**config.mk**
```make
export PLATFORM = sky130hd
export DESIGN_NAME = hazard_scheduler
export DESIGN_NICKNAME = d
export VERILOG_FILES = /design/src/rtl/hazard_scheduler.sv
export SDC_FILE = /design/constraint.sdc
export NUM_CORES = 1
export LEC_CHECK = 0
export BUFFER_PORTS_ARGS = -buffer_cell sky130_fd_sc_hd__buf_2
export CORE_AREA = 8 8 81 83
export DETAILED_ROUTE_END_ITERATION = 6
export DIE_AREA = 0 0 89 91
export PLACE_DENSITY_LB_ADDON = 0.08
export SLEW_MARGIN = 25
export SYNTH_ARGS = -nofsm -noshare
export SYNTH_HDL_FRONTEND = slang
export SYNTH_SLANG_ARGS = --single-unit
export TNS_END_PERCENT = 20
```
**constraint.sdc**
```tcl
create_clock -name clk -period 5 [get_ports clk]
set_input_delay 0.5 -clock clk [delete_from_list [all_inputs] [get_ports clk]]
set_output_delay 0.5 -clock clk [all_outputs]
set_load 0.01 [all_outputs]
```
**src/rtl/hazard_scheduler.sv**
```systemverilog
// Pipeline hazard sequencer for the 5-stage core.
// It handles load-use stalls, EX redirects and dmem wait states, and drives the
// stage-register enables, flushes and bubbles. It also drives the EX forwarding selects,
// a stall-cycle counter and a sticky dmem-timeout flag.
module hazard_scheduler #(
    parameter int unsigned LOAD_LAT = 1,
    parameter int unsigned MAX_WAIT = 255
) (
    input  logic        clk,
    input  logic        rst,
    input  logic        id_valid,
    input  logic [4:0]  id_rs1,
    input  logic [4:0]  id_rs2,
    input  logic [4:0]  ex_rs1,
    input  logic [4:0]  ex_rs2,
    input  logic        ex_mem_read,
    input  logic [4:0]  ex_rd,
    input  logic        ex_redirect,
    input  logic        mem_reg_write,
    input  logic [4:0]  mem_rd,
    input  logic        wb_reg_write,
    input  logic [4:0]  wb_rd,
    input  logic        dmem_req,
    input  logic        dmem_ready,
    output logic        pc_we,
    output logic        ifid_we,
    output logic        idex_we,
    output logic        exmem_we,
    output logic        ifid_flush,
    output logic        idex_bubble,
    output logic        memwb_bubble,
    output logic [1:0]  fwd_a,
    output logic [1:0]  fwd_b,
    output logic [31:0] stall_cycles,
    output logic        halt_err
);

    typedef enum logic [1:0] {StRun, StLuStall, StMemWait, StHalt} state_e;

    localparam logic [2:0] LuInit  = 3'(LOAD_LAT - 1);
    localparam logic [7:0] WaitMax = 8'(MAX_WAIT);

    state_e      state_q, state_d;
    logic [2:0]  lu_cnt_q, lu_cnt_d;
    logic [7:0]  wait_cnt_q, wait_cnt_d;
    logic [31:0] stall_q;
    logic        halt_q, halt_d;

    logic hz_lu, freeze;
    logic pc_we_c, ifid_we_c, idex_we_c, exmem_we_c;
    logic ifid_flush_c, idex_bubble_c, memwb_bubble_c;
    logic [1:0] fwd_a_c, fwd_b_c;

    assign hz_lu  = id_valid & ex_mem_read & (ex_rd != 5'd0) &
                    ((ex_rd == id_rs1) | (ex_rd == id_rs2));
    assign freeze = dmem_req & ~dmem_ready;

    // Next-state and stage controls, in priority order HALT > freeze > redirect > load-use.
    always_comb begin
        state_d        = state_q;
        lu_cnt_d       = lu_cnt_q;
        wait_cnt_d     = wait_cnt_q;
        halt_d         = halt_q;
        pc_we_c        = 1'b1;
        ifid_we_c      = 1'b1;
        idex_we_c      = 1'b1;
        exmem_we_c     = 1'b1;
        ifid_flush_c   = 1'b0;
        idex_bubble_c  = 1'b0;
        memwb_bubble_c = 1'b0;
        if (state_q == StHalt) begin
            pc_we_c        = 1'b0;
            ifid_we_c      = 1'b0;
            idex_we_c      = 1'b0;
            exmem_we_c     = 1'b0;
            ifid_flush_c   = 1'b1;
            idex_bubble_c  = 1'b1;
            memwb_bubble_c = 1'b1;
        end else if (freeze) begin
            pc_we_c        = 1'b0;
            ifid_we_c      = 1'b0;
            idex_we_c      = 1'b0;
            exmem_we_c     = 1'b0;
            memwb_bubble_c = 1'b1;
            if (state_q == StMemWait) begin
                if (wait_cnt_q == WaitMax) begin
                    state_d = StHalt;
                    halt_d  = 1'b1;
                end else begin
                    wait_cnt_d = wait_cnt_q + 8'd1;
                end
            end else begin
                // lu_cnt is held so an interrupted load-use stall resumes afterwards
                state_d    = StMemWait;
                wait_cnt_d = 8'd1;
            end
        end else if (state_q == StMemWait) begin
            wait_cnt_d = 8'd0;
            if (ex_redirect) begin
                // the instruction owed a load-use stall is squashed along with ID
                ifid_flush_c  = 1'b1;
                idex_bubble_c = 1'b1;
                lu_cnt_d      = 3'd0;
                state_d       = StRun;
            end else begin
                state_d = (lu_cnt_q != 3'd0) ? StLuStall : StRun;
            end
        end else if (ex_redirect) begin
            ifid_flush_c  = 1'b1;
            idex_bubble_c = 1'b1;
            lu_cnt_d      = 3'd0;
            state_d       = StRun;
        end else if (state_q == StLuStall) begin
            pc_we_c       = 1'b0;
            ifid_we_c     = 1'b0;
            idex_bubble_c = 1'b1;
            lu_cnt_d      = lu_cnt_q - 3'd1;
            if (lu_cnt_q == 3'd1) begin
                state_d = StRun;
            end
        end else if (hz_lu) begin
            pc_we_c       = 1'b0;
            ifid_we_c     = 1'b0;
            idex_bubble_c = 1'b1;
            lu_cnt_d      = LuInit;
            state_d       = (LOAD_LAT > 1) ? StLuStall : StRun;
        end
    end

    // Forwarding selects: EX/MEM wins over MEM/WB, x0 never forwarded.
    always_comb begin
        fwd_a_c = 2'b00;
        fwd_b_c = 2'b00;
        if (mem_reg_write && mem_rd != 5'd0 && mem_rd == ex_rs1) begin
            fwd_a_c = 2'b10;
        end else if (wb_reg_write && wb_rd != 5'd0 && wb_rd == ex_rs1) begin
            fwd_a_c = 2'b01;
        end
        if (mem_reg_write && mem_rd != 5'd0 && mem_rd == ex_rs2) begin
            fwd_b_c = 2'b10;
        end else if (wb_reg_write && wb_rd != 5'd0 && wb_rd == ex_rs2) begin
            fwd_b_c = 2'b01;
        end
    end

    // Outputs take their safe values combinationally while reset is asserted.
    always_comb begin
        pc_we        = pc_we_c;
        ifid_we      = ifid_we_c;
        idex_we      = idex_we_c;
        exmem_we     = exmem_we_c;
        ifid_flush   = ifid_flush_c;
        idex_bubble  = idex_bubble_c;
        memwb_bubble = memwb_bubble_c;
        fwd_a        = fwd_a_c;
        fwd_b        = fwd_b_c;
        if (!rst) begin
            pc_we        = 1'b0;
            ifid_we      = 1'b0;
            idex_we      = 1'b0;
            exmem_we     = 1'b0;
            ifid_flush   = 1'b1;
            idex_bubble  = 1'b1;
            memwb_bubble = 1'b1;
            fwd_a        = 2'b00;
            fwd_b        = 2'b00;
        end
    end

    assign stall_cycles = stall_q;
    assign halt_err     = halt_q;

    // State, counters and sticky error flag.
    always_ff @(posedge clk or negedge rst) begin
        if (!rst) begin
            state_q    <= StRun;
            lu_cnt_q   <= 3'd0;
            wait_cnt_q <= 8'd0;
            stall_q    <= 32'd0;
            halt_q     <= 1'b0;
        end else begin
            state_q    <= state_d;
            lu_cnt_q   <= lu_cnt_d;
            wait_cnt_q <= wait_cnt_d;
            halt_q     <= halt_d;
            if (!pc_we_c) begin
                stall_q <= stall_q + 32'd1;
            end
        end
    end

endmodule

```
==> results of run 1 <==
[cell type report]
class | count | share of cell area, %
multi-input cells | 227 | 46.7
flip-flops and latches | 46 | 33.8
repair buffers | 88 | 13.0
well taps | 72 | 2.65
clock buffers | 7 | 2.53
inverters | 11 | 1.21
clock inverters | 1 | 0.147
[stage by stage]
stage          hold slack [ns]  cell area, um2  total power (W)
3_3_place_gp             0.459            3310         0.000644
4_1_cts                  0.343            3410         0.000886
6_report                 0.318            3410         0.000875
5_1_grt                  0.394            3410         0.000928
3_5_place_dp             0.466            3310         0.000650
2_1_floorplan            0.204            2880         0.000560
[state kept, by name, indices dropped and copies added (netlist names)]
signal / flops
stall_cycles: 32
wait_cnt_q: 8
lu_cnt_q: 3
state_q: 2
halt_err: 1
[Yosys cell counts (all sizes together) (2+ instances only)]
master  number
buf          8
nor3         6
o21ai       20
o21a         2
a21o         2
and4         6
xnor2       35
nor3b        2
inv         11
xor2        26
a21oi        3
or3          2
and2         7
nor4         6
ha           5
dfrtp       46
nand3       13
clkbuf       9
and3        11
o31ai        3
o211ai       4
nor2        10
or4          5
nand4       19
nand2       23
a21boi       3
[power breakdown]
| group | switching (W) | internal (W) |
|---|---|---|
| registers | 0.0000472 | 0.000399 |
| clock network | 0.000122 | 0.000112 |
| logic | 0.000115 | 0.0000803 |
[worst max-delay path: stages (launching register included)]
cell and delay, ns:
dfrtp_1 0.62, or3_4 0.49, o211ai_4 0.71, nor2_1 0.10, buf_2 0.18
[cell families (layout without fill, tap and decap cells)]
family / after synthesis / count (layout)
AO/OA/AOI/OAI: 47 / 47
XOR/XNOR: 61 / 61
AND/OR/NAND/NOR: 113 / 113
multiplexers: 1 / 1
flip-flops: 46 / 46
buffers and inverters: 28 / 107
adder cells (fa/ha/maj): 5 / 5
[worst max-delay path by stage]
stage | depth (start not counted) | endpoint | slack, ns | from
3_5_place_dp | 7 | ifid_we | 2.29 | ex_rd[1]
3_3_place_gp | 7 | ifid_we | 2.30 | ex_rd[1]
6_report | 4 | ifid_we | 2.09 | state_q[1]
5_1_grt | 4 | pc_we | 1.94 | state_q[1]
4_1_cts | 4 | ifid_we | 2.12 | state_q[1]
2_1_floorplan | 7 | pc_we | 2.51 | ex_rd[1]
[routing by layer]
metal | track usage (%) | vias up | wire, um
li1 | - | 1218 | -
met1 | 23.0 | 1185 | 3110
met2 | 27.5 | 81 | 3160
met3 | 3.87 | 9 | 498
met4 | 6.93 | 0 | 99
met5 | 0 | - | 0
[cell usage in the layout, fill, tap and decap left out, drive strengths merged, types with 4 or more instances in the layout]
cell type  netlist  final
and2             7      7
and3            11     11
and4             6      6
buf              8     88
clkbuf           9      7
dfrtp           46     46
ha               5      5
inv             11     11
nand2           23     23
nand3           13     13
nand4           19     19
nor2            10     10
nor3             6      6
nor4             6      6
o211ai           4      4
o21ai           20     20
or4              5      5
xnor2           35     35
xor2            26     26
==> impl_metrics.toml, run 1 <==
[clock_tree]
clock-sinks = 46
htree_levels = 2
cts_hold_buf = 0
path_clk_slew_ns = 0.08
insertion_delay_ns = 0.30
numCtsBuffers = 5
cts_repair_resize_count = 0
cts_setup_buffers = 0
cts_root_buf = "clkbuf_8"
cts_buffer_depth = 2
cts_tree = "yes"

[timing]
rsz0062_at_grt = "false"
slew_headroom_pct = 40.3
maxSlewViolCount = 0
setup_viol = 0
worst_pin_slew_ns = 0.892
hold_viol_final = 0
finClkSkew_ns = 0.00838
tns_ns = 0
fmax_ghz = 0.343
post-route-period-util_pct = 58.2
final.min_clock_period_ns = 2.91
fin_ws_ns = 2.09

[worst_setup_path]
r2r_end = "stall_cycles[31]"
cp.required_ns = 4.50
endpoint_kind = "output port"
worst-setup-path-type = "reg2out"
ff2ff_setup_slack_ns = 2.65
arrival_ns = 2.41
crit_fanout = 33
rr_startpoint = "state_q[1]"
reg2reg_depth = 4
crit_path_start_kind = "flop"

[worst_hold_path]
min_path_type = "in2async"

[final_layout]
fin_cells = 452
syn2layout_area_growth_pct = 18.2
multi_input_area_um2 = 1590
diodes = 0
drive_gt1_share_pct = 26.8
layout.nets = 428
num-fill-cells = 492
final_core_util_pct = 63.8
regArea_um2 = 1150

[floorplanning]
die_h_um = 91
initial_core_util_pct = 54.0
ios = 88
rows = 27
coreArea_um2 = 5340
die_width_um = 89
die_area_um2 = 8100

[logic_synthesis]
yosysSeqAreaShare_pct = 40.0
synth_top_family_by_area = "simple AND/OR/NAND/NOR gates"
synth-xor-area-share_pct = 18.5
ys_types = 48
synth_seq_cells = 46
synth_fa_ha_area_share_pct = 2.17
ys.flop_type = "dfrtp_1"
postSynthCellCount = 301
syn_avg_cell_area_um2 = 9.57
synthTopCellsByArea = "dfrtp_1 40%, xnor2_1 11%, xor2_1 7.9%, nand4_1 3.9%, o21ai_0 3.5%"
netlist_area_um2 = 2880
synth_compound_area_share_pct = 11.6
synthesis.nets = 350
synth_top_area_share_pct = 40.0
synth-simple-area-share_pct = 22.5
yosys.area.top_type = "dfrtp_1"
ys.warnings.count = 0
async_flop_share_pct = 100
synth.area.mux_share_pct = 0.391
synth_edf_count = 0

[place]
port-buffer-count = 87
dp_slack_ns = 2.29
dpl.hpwl_um = 5130
gp_congestion = 0.875
dp.cells = 444

[global_routing]
grt_max_degree = 53
grt_pass1_vias = 2546
grt_pass1_wl_um = 11600
antenna_found_initial = 0
grt_use_total_pct = 17.6
grt.overflow.total = 0

[routing]
viasPerCell = 5.52
wirelength_um = 6870
vias = 2493
first_pass_iters = 4
detail-route-antenna-nets = 0
drc = 0
drt_iter0_drc = 129
wl_per_cell_um = 15.2

[power]
ir_drop_mv = 0.180
powerDensity_nw_per_um2 = 257
power_leakage_nw = 1.62

[status]
status = "completed"

[job]
cap_viol_max_count = 0
Note: power is estimated with default switching activity, not from simulation.
==> run 2: changes to the inputs <==
--- a/config.mk
+++ b/config.mk
@@ -6,9 +6,9 @@
 export NUM_CORES = 1
 export LEC_CHECK = 0
 export BUFFER_PORTS_ARGS = -buffer_cell sky130_fd_sc_hd__buf_2
-export CORE_AREA = 8 8 81 83
+export CORE_AREA = 8 8 84 86
 export DETAILED_ROUTE_END_ITERATION = 6
-export DIE_AREA = 0 0 89 91
+export DIE_AREA = 0 0 92 94
 export PLACE_DENSITY_LB_ADDON = 0.08
 export SLEW_MARGIN = 25
 export SYNTH_ARGS = -nofsm -noshare
==> constraint.sdc (replaced) <==
create_clock -name clk -period 2.8 [get_ports clk]
set_input_delay 0.28 -clock clk [delete_from_list [all_inputs] [get_ports clk]]
set_output_delay 0.28 -clock clk [all_outputs]
set_load 0.01 [all_outputs]
==> run 2 against run 1 <==
Against the previous run: first-iteration DRC count increased by 0.78%; sequential share of layout area shrank 0.22 points; power grew 79%; combinational power grew 79%; cell count increased by 1.1%; register-to-register slack got worse by 2.0 ns; clock-buffer cell count stayed put; global-route usage shrank 1.2 points; utilization shrank 4.1 points; clock skew grew 0.0048 ns; critical path type unchanged; highest routed layer unchanged.
==> impl_metrics.toml, run 2 (synthesis gave the netlist of run 1 again) <==
[floorplanning]
initial_core_util_pct = 50.1
rows = 28
ios = 88
die_h_um = 94
coreArea_um2 = 5750
die_width_um = 92
die_area_um2 = 8650

[power]
fin_total_pwr_w = 0.00157
power.sequential.fraction_pct = 50.3
p_int_w = 0.00106
power_leakage_nw = 1.63
switching_power_w = 0.000505
powerDensity_nw_per_um2 = 457
switching_share_pct = 32.2
power_frac_comb_pct = 22.3
power_frac_clock_pct = 27.4
ir_drop_mv = 0.339

[global_routing]
grt.overflow.total = 0
grt_pass1_wl_um = 11700
grt_use_total_pct = 16.4
antenna_found_initial = 0
grt_pass1_vias = 2525
grt_max_degree = 53

[worst_setup_path]
reg2reg_depth = 6
endpoint_kind = "output port"
r2r_end = "stall_cycles[31]"
worst-setup-path-type = "reg2out"
ff2ff_setup_slack_ns = 0.67
cp.required_ns = 2.52
rr_startpoint = "stall_cycles[3]"
crit_fanout = 33
arrival_ns = 2.10
crit_path_start_kind = "flop"

[final_layout]
final_common_cell = "buf_2"
largest_reg_flops = 32
final_core_util_pct = 59.7
mostFrequentLayoutCells = "87 x buf_2, 46 x dfrtp_1, 35 x xnor2_1"
diodes = 0
drive_gt1_share_pct = 27.2
layout.nets = 430
num-fill-cells = 529
syn2layout_area_growth_pct = 19.0

[routing]
viasPerCell = 5.46
detail-route-antenna-nets = 0
vias = 2495
drt_iter0_drc = 130
wl_per_cell_um = 15.1
drc = 0
wirelength_um = 6890
first_pass_iters = 4

[clock_tree]
cts_repair_resize_count = 0
htree_levels = 2
cts_hold_buf = 0
cts_tree = "yes"
cts_buffer_depth = 2
cts_setup_buffers = 0
insertion_delay_ns = 0.30
numCtsBuffers = 5
path_clk_slew_ns = 0.09
clock-sinks = 46
cts_root_buf = "clkbuf_8"

[status]
status = "completed"

[timing]
setup_viol = 0
finClkSkew_ns = 0.0131
tns_ns = 0
rsz0062_at_grt = "false"
final.min_clock_period_ns = 2.38
slew_headroom_pct = 41.3
post-route-period-util_pct = 84.8
maxSlewViolCount = 0
hold_viol_final = 0
fmax_ghz = 0.421
finalHoldWorstSlack_ns = 0.117
worst_pin_slew_ns = 0.876

[place]
dpl.hpwl_um = 5240
port-buffer-count = 87
gp_congestion = 0.861

[job]
cap_viol_max_count = 0

[worst_hold_path]
min_path_type = "in2async"
==> run 2: cell type report <==
class	instances	area (um2)	share of cell area (%)
multi-input cells	227	1590	46.4
flip-flops and latches	46	1150	33.6
repair buffers	90	458	13.4
well taps	75	93.8	2.74
clock buffers	7	86.3	2.52
inverters	11	41.3	1.20
clock inverters	1	8.76	0.255
==> run 2: stage by stage <==
stage               area, um2  worst slack, ns  cells
floorplan                2880            0.754    301
global placement         3330            0.567    449
detailed placement       3330            0.520    449
CTS                      3430            0.410    457
global route             3430            0.244    457
finish                   3430            0.424    457
==> run 2: layer usage <==
metal | wire length [um] | vias up | GRT usage (%)
met5 | 0 | - | 0
li1 | - | 1225 | -
met1 | 3170 | 1187 | 20.0
met4 | 83 | 0 | 5.23
met3 | 504 | 8 | 5.28
met2 | 3130 | 75 | 26.9
==> run 2: critical path, cell delays in order, from the launching register on <==
cell	delay, ns
dfrtp_1	0.40
or3_4	0.40
o211ai_4	0.70
nor2_1	0.11
buf_2	0.18
==> run 2: worst max-delay path by stage <==
stage | end | from | depth (start not counted) | slack (ns)
2_1_floorplan | pc_we | ex_rd[1] | 7 | 0.75
3_3_place_gp | ifid_we | ex_rd[1] | 7 | 0.57
3_5_place_dp | pc_we | ex_rd[1] | 7 | 0.52
4_1_cts | pc_we | state_q[1] | 4 | 0.41
5_1_grt | ifid_we | state_q[1] | 4 | 0.24
6_report | pc_we | state_q[1] | 4 | 0.42
==> run 2: power groups by stage <==
stage	sequential, W	clock (W)	combinational (W)
2_1_floorplan	0.000791	0	0.000209
3_3_place_gp	0.000800	0	0.000352
3_5_place_dp	0.000799	0	0.000359
4_1_cts	0.000788	0.000445	0.000358
5_1_grt	0.000801	0.000469	0.000392
6_report	0.000789	0.000429	0.000350
==> run 3: changes to the inputs <==
--- a/config.mk
+++ b/config.mk
@@ -6,9 +6,9 @@
 export NUM_CORES = 1
 export LEC_CHECK = 0
 export BUFFER_PORTS_ARGS = -buffer_cell sky130_fd_sc_hd__buf_2
-export CORE_AREA = 8 8 84 86
+export CORE_AREA = 8 8 88 90
 export DETAILED_ROUTE_END_ITERATION = 6
-export DIE_AREA = 0 0 92 94
+export DIE_AREA = 0 0 96 98
 export PLACE_DENSITY_LB_ADDON = 0.08
 export SLEW_MARGIN = 25
 export SYNTH_ARGS = -nofsm -noshare
==> constraint.sdc (replaced) <==
create_clock -name clk -period 2 [get_ports clk]
set_input_delay 0.2 -clock clk [delete_from_list [all_inputs] [get_ports clk]]
set_output_delay 0.2 -clock clk [all_outputs]
set_load 0.01 [all_outputs]
==> run 3 against run 2 <==
Against the previous run: cell count up 5.5%; via count grew 1.6%; critical path depth rose by 4; non-clock buffer count increased by 20; largest cell class unchanged; largest power group unchanged.
==> impl_metrics.toml, run 3 (synthesis gave the netlist of run 1 again) <==
[clock_tree]
htree_levels = 2
path_clk_slew_ns = 0.09
cts_tree = "yes"
cts_root_buf = "clkbuf_8"
cts_buffer_depth = 2
numCtsBuffers = 5
insertion_delay_ns = 0.31
clock-sinks = 46

[floorplanning]
die_h_um = 98
die_area_um2 = 9410
ios = 88
initial_core_util_pct = 44.4
die_width_um = 96
coreArea_um2 = 6490
rows = 30

[power]
power_frac_comb_pct = 26.7
power_leakage_nw = 1.73
switching_power_w = 0.000772
powerDensity_nw_per_um2 = 633
power.sequential.fraction_pct = 47.2
ir_drop_mv = 0.336
switching_share_pct = 33.6
p_int_w = 0.00153
power_frac_clock_pct = 26.1

[timing]
slew_headroom_pct = 66.4
finalHoldWorstSlack_ns = 0.330
hold_viol_final = 0
fmax_ghz = 0.518
rsz0062_at_grt = "true"
worst_pin_slew_ns = 0.503
finClkSkew_ns = 0.0117
maxSlewViolCount = 0
final.min_clock_period_ns = 1.93
post-route-period-util_pct = 96.5
tns_ns = 0
setup_viol = 0

[place]
dpl.hpwl_um = 5430
dpl-instance-area_um2 = 3430
gp_congestion = 0.890
dp.cells = 465
port-buffer-count = 87

[worst_setup_path]
slowest_stage = "or4_4"
arrival_ns = 1.73
crit_top_cell = "buf_2"
crit_fanout = 4
cp.required_ns = 1.80
cp_num_buf_inv = 3
endpoint_kind = "output port"
worstPathCellList = "buf_2, or4_4, o211ai_2, or3_4, o211ai_4, buf_12, nor2_2, buf_2"
worst-setup-path-type = "in2out"
crit_path_start_kind = "primary input"
cp_top_family = "simple AND/OR/NAND/NOR gates"
cp_slowest_stage_delay_ns = 0.53

[final_layout]
largest_reg_flops = 32
diodes = 0
stdcell_area_um2 = 3630
syn2layout_area_growth_pct = 26.0
final_common_cell = "buf_2"
regArea_um2 = 1150
layout.nets = 450
fin_cells = 482
num-fill-cells = 598
multi_input_area_um2 = 1600
drive_gt1_share_pct = 31.8
final_core_util_pct = 55.9
mostFrequentLayoutCells = "87 x buf_2, 46 x dfrtp_1, 35 x xnor2_1"

[status]
status = "completed"

[routing]
drt_iter0_drc = 43
vias = 2535
wl_per_cell_um = 15.1
wirelength_um = 7280
first_pass_iters = 4
drc = 0
viasPerCell = 5.26
detail-route-antenna-nets = 0

[global_routing]
grt_use_total_pct = 15.2
grt.overflow.total = 0
grt_pass1_vias = 2559
antenna_found_initial = 0
grt_pass1_wl_um = 11800
grt_max_degree = 39

[worst_hold_path]
min_path_type = "in2reg"

[job]
cap_viol_max_count = 0
## run 3: stage by stage
step	power [W]	setup slack [ns]
5_1_grt	0.00244	-0.0257
6_report	0.00230	0.0695
3_3_place_gp	0.00167	0.0449
4_1_cts	0.00230	0.0238
2_1_floorplan	0.00140	0.114
3_5_place_dp	0.00168	0.0248
## run 3: cell type report
| type | instances | area share, % |
|---|---|---|
| multi-input combinational | 227 | 44.2 |
| clock inverter | 3 | 0.689 |
| clock buffer | 5 | 1.90 |
| timing repair buffer | 110 | 17.6 |
| sequential | 46 | 31.7 |
| inverter | 11 | 1.14 |
| tap | 80 | 2.76 |
## run 3: tightest hold or removal path: stages
cell,delay (ns)
buf_2,0.15
a211oi_1,0.05
o21ai_0,0.14
nand2_1,0.05
## run 3: what timing repair did
action	in CTS	in global routing
gates resized for setup	0	5
setup buffers	0	7
hold buffers	1	0
endpoints found under the hold margin	8	0
setup endpoints to repair	0	5
## run 3: final timing paths
kind	start	end	slack [ns]	depth (start not counted)
setup / recovery	ex_rd[1]	ifid_we	0.07	8
hold / removal	ex_redirect	state_q[0]	0.33	4
setup reg to reg	stall_cycles[6]	stall_cycles[30]	0.16	6
hold reg to reg	stall_cycles[31]	stall_cycles[31]	0.48	1
max in group asynchronous	rst	stall_cycles[2]	0.86	4
min in group asynchronous	rst	wait_cnt_q[2]	0.41	3
## run 3: power by group through the flow
stage	sequential (W)	combinational (W)	clock (W)
floorplan	0.00111	0.000292	0
global placement	0.00111	0.000560	0
detailed placement	0.00111	0.000566	0
CTS	0.00109	0.000570	0.000633
global route	0.00109	0.000672	0.000674
finish	0.00108	0.000614	0.000600
## run 3: metal layers
layer  GRT usage [%]  part of all wire (%)  vias up
li1                -                     -     1268
met1            18.3                    45     1212
met2            26.6                    50       50
met3            3.45                   4.6        5
met4            2.49                  0.54        0
met5               0                     0        -
